File: src/rtl/scan_test_ctrl.sv
// Scan-test sequencer: streams host beats into the scan chains, pulses processor enable, returns captured scan-out.
// Optional CRC-16-CCITT signature of the final shift pass when SCAN_TEST_CTRL_SIGNATURE_EN is defined.
module scan_test_ctrl #(
  parameter int CHAIN_LEN  = 152,
  parameter int NUM_CHAINS = 1,
  parameter int RUN_W      = 16
) (
  input  logic                  clk_in,
  input  logic                  rst_n_in,
  input  logic                  start_in,
  input  logic [1:0]            mode_in,
  input  logic [RUN_W-1:0]      run_cycles_in,
  input  logic                  abort_in,
  input  logic [NUM_CHAINS-1:0] in_data_in,
  input  logic                  in_valid_in,
  output logic                  in_ready_out,
  output logic [NUM_CHAINS-1:0] out_data_out,
  output logic                  out_valid_out,
  input  logic                  out_ready_in,
  output logic                  scan_en_out,
  output logic [NUM_CHAINS-1:0] scan_in_out,
  input  logic [NUM_CHAINS-1:0] scan_out_in,
  output logic                  proc_en_out,
  output logic                  busy_out,
  output logic                  done_out,
  output logic [2:0]            dbg_state_out
`ifdef SCAN_TEST_CTRL_SIGNATURE_EN
  ,output logic [15:0]          signature_out
`endif
);

  localparam int CNT_W = (CHAIN_LEN > 2) ? $clog2(CHAIN_LEN) : 1;

  typedef enum logic [2:0] {
    ST_IDLE    = 3'd0,
    ST_SHIFT_A = 3'd1,
    ST_GAP_A   = 3'd2,
    ST_RUN     = 3'd3,
    ST_GAP_B   = 3'd4,
    ST_SHIFT_B = 3'd5,
    ST_DONE    = 3'd6
  } state_e;

  localparam logic [1:0] MODE_RUN = 2'd1;
  localparam logic [1:0] MODE_SRS = 2'd2;

  state_e                state_q, state_d;
  logic [1:0]            mode_q, mode_d;
  logic [RUN_W-1:0]      run_cycles_q, run_cycles_d;
  logic [RUN_W-1:0]      run_cnt_q, run_cnt_d;
  logic [CNT_W-1:0]      beat_cnt_q, beat_cnt_d;
  logic                  out_valid_q, out_valid_d;
  logic [NUM_CHAINS-1:0] out_data_q, out_data_d;

  logic shift_state;
  logic in_ready;
  logic fire;
  logic last_beat;
  logic start_ok;

  // Handshake: a beat transfers on in_valid_in & in_ready_out; a captured beat
  // transfers on out_valid_out & out_ready_in. The chain only shifts on a transfer.
  always_comb begin
    shift_state = (state_q == ST_SHIFT_A) || (state_q == ST_SHIFT_B);
    in_ready    = shift_state && (!out_valid_q || out_ready_in);
    fire        = in_valid_in && in_ready && !abort_in;
    last_beat   = (beat_cnt_q == CNT_W'(CHAIN_LEN - 1));
    start_ok    = (state_q == ST_IDLE) && start_in && !out_valid_q;
  end

  always_comb begin
    state_d      = state_q;
    mode_d       = mode_q;
    run_cycles_d = run_cycles_q;
    run_cnt_d    = run_cnt_q;
    beat_cnt_d   = beat_cnt_q;
    out_valid_d  = out_valid_q;
    out_data_d   = out_data_q;

    if (fire) begin
      out_valid_d = 1'b1;
      out_data_d  = scan_out_in;
    end else if (out_ready_in) begin
      out_valid_d = 1'b0;
    end

    case (state_q)
      ST_IDLE: begin
        if (start_ok) begin
          mode_d       = mode_in;
          run_cycles_d = run_cycles_in;
          if (mode_in == MODE_RUN) begin
            state_d = (run_cycles_in == '0) ? ST_DONE : ST_RUN;
          end else begin
            state_d = ST_SHIFT_A;
          end
        end
      end
      ST_SHIFT_A: begin
        if (fire) begin
          if (last_beat) begin
            beat_cnt_d = '0;
            state_d    = (mode_q == MODE_SRS) ? ST_GAP_A : ST_DONE;
          end else begin
            beat_cnt_d = beat_cnt_q + CNT_W'(1);
          end
        end
      end
      ST_GAP_A: begin
        state_d = (run_cycles_q == '0) ? ST_GAP_B : ST_RUN;
      end
      ST_RUN: begin
        if (run_cnt_q == run_cycles_q - RUN_W'(1)) begin
          run_cnt_d = '0;
          state_d   = (mode_q == MODE_SRS) ? ST_GAP_B : ST_DONE;
        end else begin
          run_cnt_d = run_cnt_q + RUN_W'(1);
        end
      end
      ST_GAP_B: begin
        state_d = ST_SHIFT_B;
      end
      ST_SHIFT_B: begin
        if (fire) begin
          if (last_beat) begin
            beat_cnt_d = '0;
            state_d    = ST_DONE;
          end else begin
            beat_cnt_d = beat_cnt_q + CNT_W'(1);
          end
        end
      end
      ST_DONE: begin
        state_d = ST_IDLE;
      end
      default: begin
        state_d = ST_IDLE;
      end
    endcase

    // Abort wins over everything, including a beat presented this cycle.
    if (abort_in && (state_q != ST_IDLE)) begin
      state_d     = ST_IDLE;
      run_cnt_d   = '0;
      beat_cnt_d  = '0;
      out_valid_d = 1'b0;
      out_data_d  = '0;
    end
  end

  always_ff @(posedge clk_in or negedge rst_n_in) begin
    if (!rst_n_in) begin
      state_q      <= ST_IDLE;
      mode_q       <= '0;
      run_cycles_q <= '0;
      run_cnt_q    <= '0;
      beat_cnt_q   <= '0;
      out_valid_q  <= 1'b0;
      out_data_q   <= '0;
    end else begin
      state_q      <= state_d;
      mode_q       <= mode_d;
      run_cycles_q <= run_cycles_d;
      run_cnt_q    <= run_cnt_d;
      beat_cnt_q   <= beat_cnt_d;
      out_valid_q  <= out_valid_d;
      out_data_q   <= out_data_d;
    end
  end

  always_comb begin
    in_ready_out  = in_ready;
    scan_en_out   = fire;
    scan_in_out   = fire ? in_data_in : '0;
    proc_en_out   = (state_q == ST_RUN) && !abort_in;
    busy_out      = (state_q != ST_IDLE) && (state_q != ST_DONE);
    done_out      = (state_q == ST_DONE);
    out_valid_out = out_valid_q;
    out_data_out  = out_data_q;
    dbg_state_out = state_q;
  end

`ifdef SCAN_TEST_CTRL_SIGNATURE_EN
  logic [15:0] crc_q, crc_d;
  logic        final_pass;

  // Chain 0 is folded in first; polynomial x^16+x^12+x^5+1, MSB-first, zero seed.
  function automatic logic [15:0] crc_beat(input logic [15:0] crc_in,
                                           input logic [NUM_CHAINS-1:0] beat);
    logic [15:0] c;
    logic        fb;
    c = crc_in;
    for (int i = 0; i < NUM_CHAINS; i++) begin
      fb = c[15] ^ beat[i];
      c  = {c[14:0], 1'b0};
      if (fb) c = c ^ 16'h1021;
    end
    return c;
  endfunction

  always_comb begin
    crc_d      = crc_q;
    final_pass = (state_q == ST_SHIFT_B) ||
                 ((state_q == ST_SHIFT_A) && (mode_q != MODE_SRS));
    if (start_ok) begin
      crc_d = '0;
    end else if (fire && final_pass) begin
      crc_d = crc_beat(crc_q, scan_out_in);
    end
  end

  always_ff @(posedge clk_in or negedge rst_n_in) begin
    if (!rst_n_in) begin
      crc_q <= '0;
    end else begin
      crc_q <= crc_d;
    end
  end

  assign signature_out = crc_q;
`endif

endmodule

File: config.mk
export PLATFORM = sky130hd
export DESIGN_NAME = scan_test_ctrl
export DESIGN_NICKNAME = d
export VERILOG_FILES = /design/src/rtl/scan_test_ctrl.sv
export SDC_FILE = /design/constraint.sdc
export NUM_CORES = 1
export LEC_CHECK = 0
export BUFFER_PORTS_ARGS = -buffer_cell sky130_fd_sc_hd__buf_2
export CAP_MARGIN = 20
export CORE_MARGIN = 2
export CORE_UTILIZATION = 40
export CTS_CLUSTER_DIAMETER = 200
export CTS_CLUSTER_SIZE = 25
export DETAILED_ROUTE_END_ITERATION = 10
export SKIP_LAST_GASP = 1
export SLEW_MARGIN = 30
export SYNTH_ARGS = -nofsm -noshare
export SYNTH_HDL_FRONTEND = slang
export SYNTH_SLANG_ARGS = --single-unit
export TNS_END_PERCENT = 1
File: constraint.sdc
create_clock -name clk_in -period 4.5 [get_ports clk_in]
set_input_delay 0 -clock clk_in [delete_from_list [all_inputs] [get_ports clk_in]]
set_output_delay 0 -clock clk_in [all_outputs]
set_load 0.1 [all_outputs]
==> run metrics, run 1 <==
Worst path depth 10; die span in x ~91 um; hpwl dp approximately 4900 um; n_diodes 0; Tmin final about 2800 ps; CP Max Fanout 29; number of global-route vias before repair 2401; Post-CTS Setup Inserts 0; CTS Sinks 47; worst vdd ir 0.000450 V; total grt overflow 0; Die Y about 91 um; Worst Path Required between 4000 and 5000 ps; post-synthesis sequential area ratio 38.9%; skew final 6.50 ps; LEAKAGE 1.50 nW; Syn-to-layout area delta 17.8%; RSZ-0062 raised after global routing no; max-slew violations 0; Synth warnings 0; reg2reg path depth 10; Post-Route WL 7000 um; Final setup violation count 0; worst skew pair latency 300 ps; Fill cells 745; Worst path slowest cell nor3b_1; first-pass GRT wire length around 12000 um; CTS Buf Count 5; layout cell share with drive strength beyond 1 19.0%; Max-Cap Viols 0; Syn Area/Cell ~9.2 um^2; initial antenna violation count 0; clk buf depth 2; 1st-pass router iterations 4; worst rel slew slack 41.7%; I/O Buffers 36; Final period util 61.9%; hold depth 3; core area 7290 um^2; DR WL/cell 14.8 um; crit-path max cell delay a little under 600 ps; pin slew with the least headroom to its limit slightly below 900 ps; initial DRC count 134; Top Family by Delay on Critical Path simple AND/OR/NAND/NOR gates; Resized cells post-CTS 0; commonest non-fill, non-tap cell in the layout dfrtp_1; Hold Buf Count CTS 20; I/O pin cnt 37; Mapped Nets 357; Detail Route Antenna Nets 0; dpl ws 1700 ps; DR vias/cell 5.50; CTS H-tree depth 2; setup TNS 0 ps; Distinct cells, synth 51; CP cell instances inv_1 > ha_1 > nor3b_1 > a21boi_0 > o2111ai_1 > a32oi_1 > nand4_1 > buf_4 > nand2_1 > a31o_2; crit path buf inv count 2; Clock Tree Root clkbuf_8; Synth Instances 327; most used flip-flop cell after synthesis dfrtp_1; mapped cell area ~3000 um^2; clk slew on worst S/H paths roughly 80 ps; number of synthesized flops with an enable pin 0; Initial Utilization 41.5%; largest net degree at the start of global routing 48; DRC viols 0; routability cong. between 0.8 and 0.9; register-to-register setup slack 1710 ps; most frequent cells in the layout dfrtp_1 (47), buf_2 (35), nand3_1 (28); Net count, final 402; crit end category register; Cell Rows 31; final hold violation count 0; Final Worst Setup Slack 1710 ps; startpoint types register; CTS tree done; Crit Path Class reg2reg; die area approximately 8300 um^2; asr flop ratio synth 100%; flop and latch count out of synthesis 47; GRT Total Usage 17.1%; Peak Freq 359 MHz; status finished, final reports clean; worst min path class in2reg; DR vias 2598; power per cell area 551 nW/um^2; CP arrival 2980 ps
[area by class of cell]
cell class | count | area [um^2] | area share [%]
inverters | 9 | 33.8 | 0.949
flip-flops and latches | 47 | 1180 | 33.0
clock buffers | 8 | 100 | 2.81
well taps | 99 | 124 | 3.48
repair buffers | 57 | 390 | 11.0
multi-input cells | 252 | 1740 | 48.8
[sequential cells by signal, indices dropped and copies added, names as in the netlist]
name           flops
run_cnt_q         16
run_cycles_q      16
out_valid_out      1
dbg_state_out      3
mode_q             2
beat_cnt_q         8
out_data_out       1
[tightest hold or removal path, stage by stage]
cell      delay [ps]
buf_2             70
nand2b_1         120
o21ai_0          100
[cells in the mapped netlist (2+ instances only)]
master | number | area, um^2
o31ai_1 | 4 | 30.0
or4_1 | 3 | 22.5
and3_1 | 15 | 93.8
a22o_1 | 2 | 17.5
and2_1 | 4 | 25.0
nor3_1 | 8 | 40.0
clkbuf_1 | 12 | 45.0
nor2_1 | 20 | 75.1
mux2i_1 | 12 | 120
nand3_1 | 28 | 140
nor4_1 | 6 | 37.5
a21oi_1 | 3 | 15.0
xor2_1 | 14 | 123
nand2b_1 | 2 | 12.5
buf_2 | 3 | 15.0
a21o_1 | 4 | 30.0
buf_1 | 3 | 11.3
nor3b_1 | 3 | 22.5
or2_2 | 3 | 18.8
inv_1 | 9 | 33.8
ha_1 | 4 | 50.1
o21ai_0 | 15 | 75.1
xnor2_1 | 10 | 87.6
nor2b_1 | 7 | 43.8
a31oi_1 | 15 | 93.8
nor4b_1 | 2 | 17.5
nand4_1 | 8 | 50.1
nor4_2 | 2 | 25.0
nand4b_1 | 5 | 43.8
mux2_2 | 18 | 203
nand2_1 | 15 | 56.3
o211ai_1 | 3 | 22.5
dfrtp_1 | 47 | 1180
[worst paths after layout]
kind                                         end            start
worst max-delay path            dbg_state_out[2]  run_cycles_q[0]
max in group asynchronous       run_cycles_q[15]         rst_n_in
worst max register to register  dbg_state_out[2]  run_cycles_q[0]
worst min-delay path               out_valid_out     out_ready_in
worst min register to register     beat_cnt_q[7]    beat_cnt_q[7]
min in group asynchronous          run_cnt_q[13]         rst_n_in
[cells by family after synthesis]
kind of cell	count (synthesis)	share of synthesized area [%]
muxes	30	10.7
and+or+nand+nor	135	25.1
AOI/OAI and AO/OA	59	12.9
buffers and inverters	28	3.85
adders and majority gates	4	1.66
xor gates and xnor gates	24	6.95
DFF	47	38.9
[power breakdown]
part,switching [W],total (W),internal [W]
clock,0.000144,0.000284,0.000141
sequential,0.000190,0.000724,0.000535
combinational,0.000586,0.000952,0.000366
total,0.000920,0.00196,0.00104
[layer usage]
layer  vias to the layer above  routed length (um)  global-route usage (%)
met3                         6                 159                    2.57
met5                         -                   0                       0
met1                      1259                3470                    23.8
met2                        29                3330                    28.0
li1                       1304                   -                       -
met4                         0                  45                    3.79
[through the flow]
stage | power (W) | instance area, um^2 | cells | hold slack (ps) | util [%]
after floorplan | 0.00148 | 3020 | 327 | -296 | -
after global placement | 0.00165 | 3250 | 444 | 227 | 44.6
after detailed placement | 0.00166 | 3260 | 444 | 61.0 | 44.7
after CTS | 0.00197 | 3560 | 472 | 30.5 | 48.8
after global routing | 0.00209 | 3560 | 472 | 63.4 | 48.8
final | 0.00196 | 3560 | 472 | 33.3 | 48.8
Note: power is estimated with default switching activity, not from simulation.
==> run 2: changes to the inputs <==
Clock period 4.5 ns to 2.5 ns, I/O delays scaled along.
==> run 2 against run 1 <==
  * The run now ends with negative setup slack left
  * Register-to-register slack worse by 1800 ps
  * Hold slack worse by 15 ps
  * Cell area up 6.8%
  * Via count up 4.3%
  * First-iteration DRC count down 26%
  * Sequential cell count unchanged
  * Die area unchanged
  * Fmax up 7.6%
  * Final cell count up 4.9%
  * Largest power group unchanged
  * Highest routed layer unchanged
==> run metrics, run 2 (synthesis results as in run 1) <==
DRC viols 0; dpl ws -109 ps; worst skew pair latency 300 ps; clk slew on worst S/H paths 90 ps; worst vdd ir 0.00127 V; CP arrival 2770 ps; core area 7290 um^2; Tmin final 2590 ps; routability cong. 0.858; Worst Path Required 2680 ps; layout cell share with drive strength beyond 1 24.5%; Final Power 0.00380 W; Worst R2R Start run_cycles_q[0]; Design Area, Final 3800 um^2; CTS tree done; GRT Total Usage 18.4%; DR vias/cell 5.47; Initial Utilization 41.5%; CP Max Fanout 15; CTS Buf Count 5; Peak Freq 386 MHz; Hold Path Sink out_valid_out; startpoint types register; min-delay src out_ready_in; Post-Route WL between 7000 and 8000 um; worst rel slew slack 52.1%; most frequent cells in the layout dfrtp_1 (47), buf_2 (35), nand3_1 (28); max-slew violations 0; LEAKAGE roughly 1.7 nW; total grt overflow 0; RR Endpoint run_cnt_q[9]; Min Hold Slack 18.3 ps; CTS Sinks 47; final hold violation count 0; biggest regs run_cnt_q: 16 flops, run_cycles_q: 16 flops, beat_cnt_q: 8 flops; first-pass GRT wire length 12600 um; setup TNS -951 ps; hpwl dp 5110 um; CP cell instances or4_4 > or4_1 > a21o_1 > a32oi_1 > nand4_1 > buf_12 > a31oi_1 > mux2i_1; n_diodes 0; number of global-route vias before repair 2661; hold depth 3; I/O pin cnt 37; die area 8270 um^2; Final setup violation count 19; I/O Buffers 36; Worst path slowest cell or4_4; Max-Cap Viols 0; 1st-pass router iterations 4; Final period util 104%; DR WL/cell ~15 um; power per cell area 999 nW/um^2; CTS H-tree depth 2; status finished with violations; Detail Route Antenna Nets 0; DR vias roughly 2.7k; initial DRC count 99; crit-path max cell delay 540 ps; crit end category register; Crit Path Class reg2reg; register-to-register setup slack -90 ps; reg2reg path depth 8; initial antenna violation count 0; clk buf depth 2; skew final 3.23 ps; largest net degree at the start of global routing 48; Net count, final 425; failing checks negative setup slack; area after detailed placement 3400 um^2; pin slew with the least headroom to its limit 718 ps; Final Worst Setup Slack -89.8 ps; Die Y 90.9 um; Cell Rows 31; die span in x 90.9 um; RSZ-0062 raised after global routing yes; commonest non-fill, non-tap cell in the layout dfrtp_1; Clock Tree Root clkbuf_8; Syn-to-layout area delta 25.8%; worst min path class in2reg
-- run 2: worst max-delay path: cells and delay by family (launching register included) --
kind	cells	cell delay, ps
AND/OR/NAND/NOR	3	1240
AO/OA/AOI/OAI	3	500
flip-flops	1	390
buffers and inverters	1	230
multiplexers	1	100
-- run 2: what timing repair did --
| item | in CTS | in global routing |
|---|---|---|
| hold buffers | 20 | 0 |
| pin swaps | 7 | 1 |
| endpoints found under the hold margin | 66 | 0 |
| cloned | 2 | 0 |
| gates resized for setup | 5 | 0 |
| buffers inserted | 3 | 0 |
| endpoints found under the setup margin | 19 | 19 |
-- run 2: per-stage QoR --
stage	cells	util, %
floorplan	327	-
global placement	462	46.6
detailed placement	462	46.7
CTS	495	52.1
global route	495	52.1
finish	495	52.1
-- run 2: final cells by class --
class	instances	area (um^2)
clock inverters	2	35.0
multi-input cells	252	1750
fillers	697	3490
well taps	99	124
inverters	9	33.8
flip-flops and latches	47	1180
repair buffers	80	604
clock buffers	6	82.6
-- run 2: how the worst max path moves through the flow --
stage	startpoint	to	slack, ps
2_1_floorplan	dbg_state_out[0]	scan_in_out	-390
3_3_place_gp	run_cycles_q[0]	run_cnt_q[10]	-30
3_5_place_dp	run_cycles_q[0]	dbg_state_out[0]	-110
4_1_cts	run_cycles_q[0]	run_cnt_q[5]	-80
5_1_grt	run_cycles_q[1]	run_cnt_q[7]	-240
6_report	run_cycles_q[0]	run_cnt_q[9]	-90
-- run 2: where the power goes --
group | leakage, nW | switching (W) | internal [W] | total [W]
registers | 0.611 | 0.000274 | 0.000963 | 0.00124
clock network | 0.0612 | 0.000267 | 0.000324 | 0.000591
logic | 0.981 | 0.00117 | 0.000803 | 0.00197
total | 1.65 | 0.00171 | 0.00209 | 0.00380
-- run 2: layer usage --
layer | up-vias | track usage [%] | part of all wire, %
met3 | 7 | 2.82 | 2.5
met5 | - | 0 | 0
met2 | 36 | 30.3 | 48
li1 | 1351 | - | -
met1 | 1315 | 25.4 | 48
met4 | 0 | 4.29 | 0.88
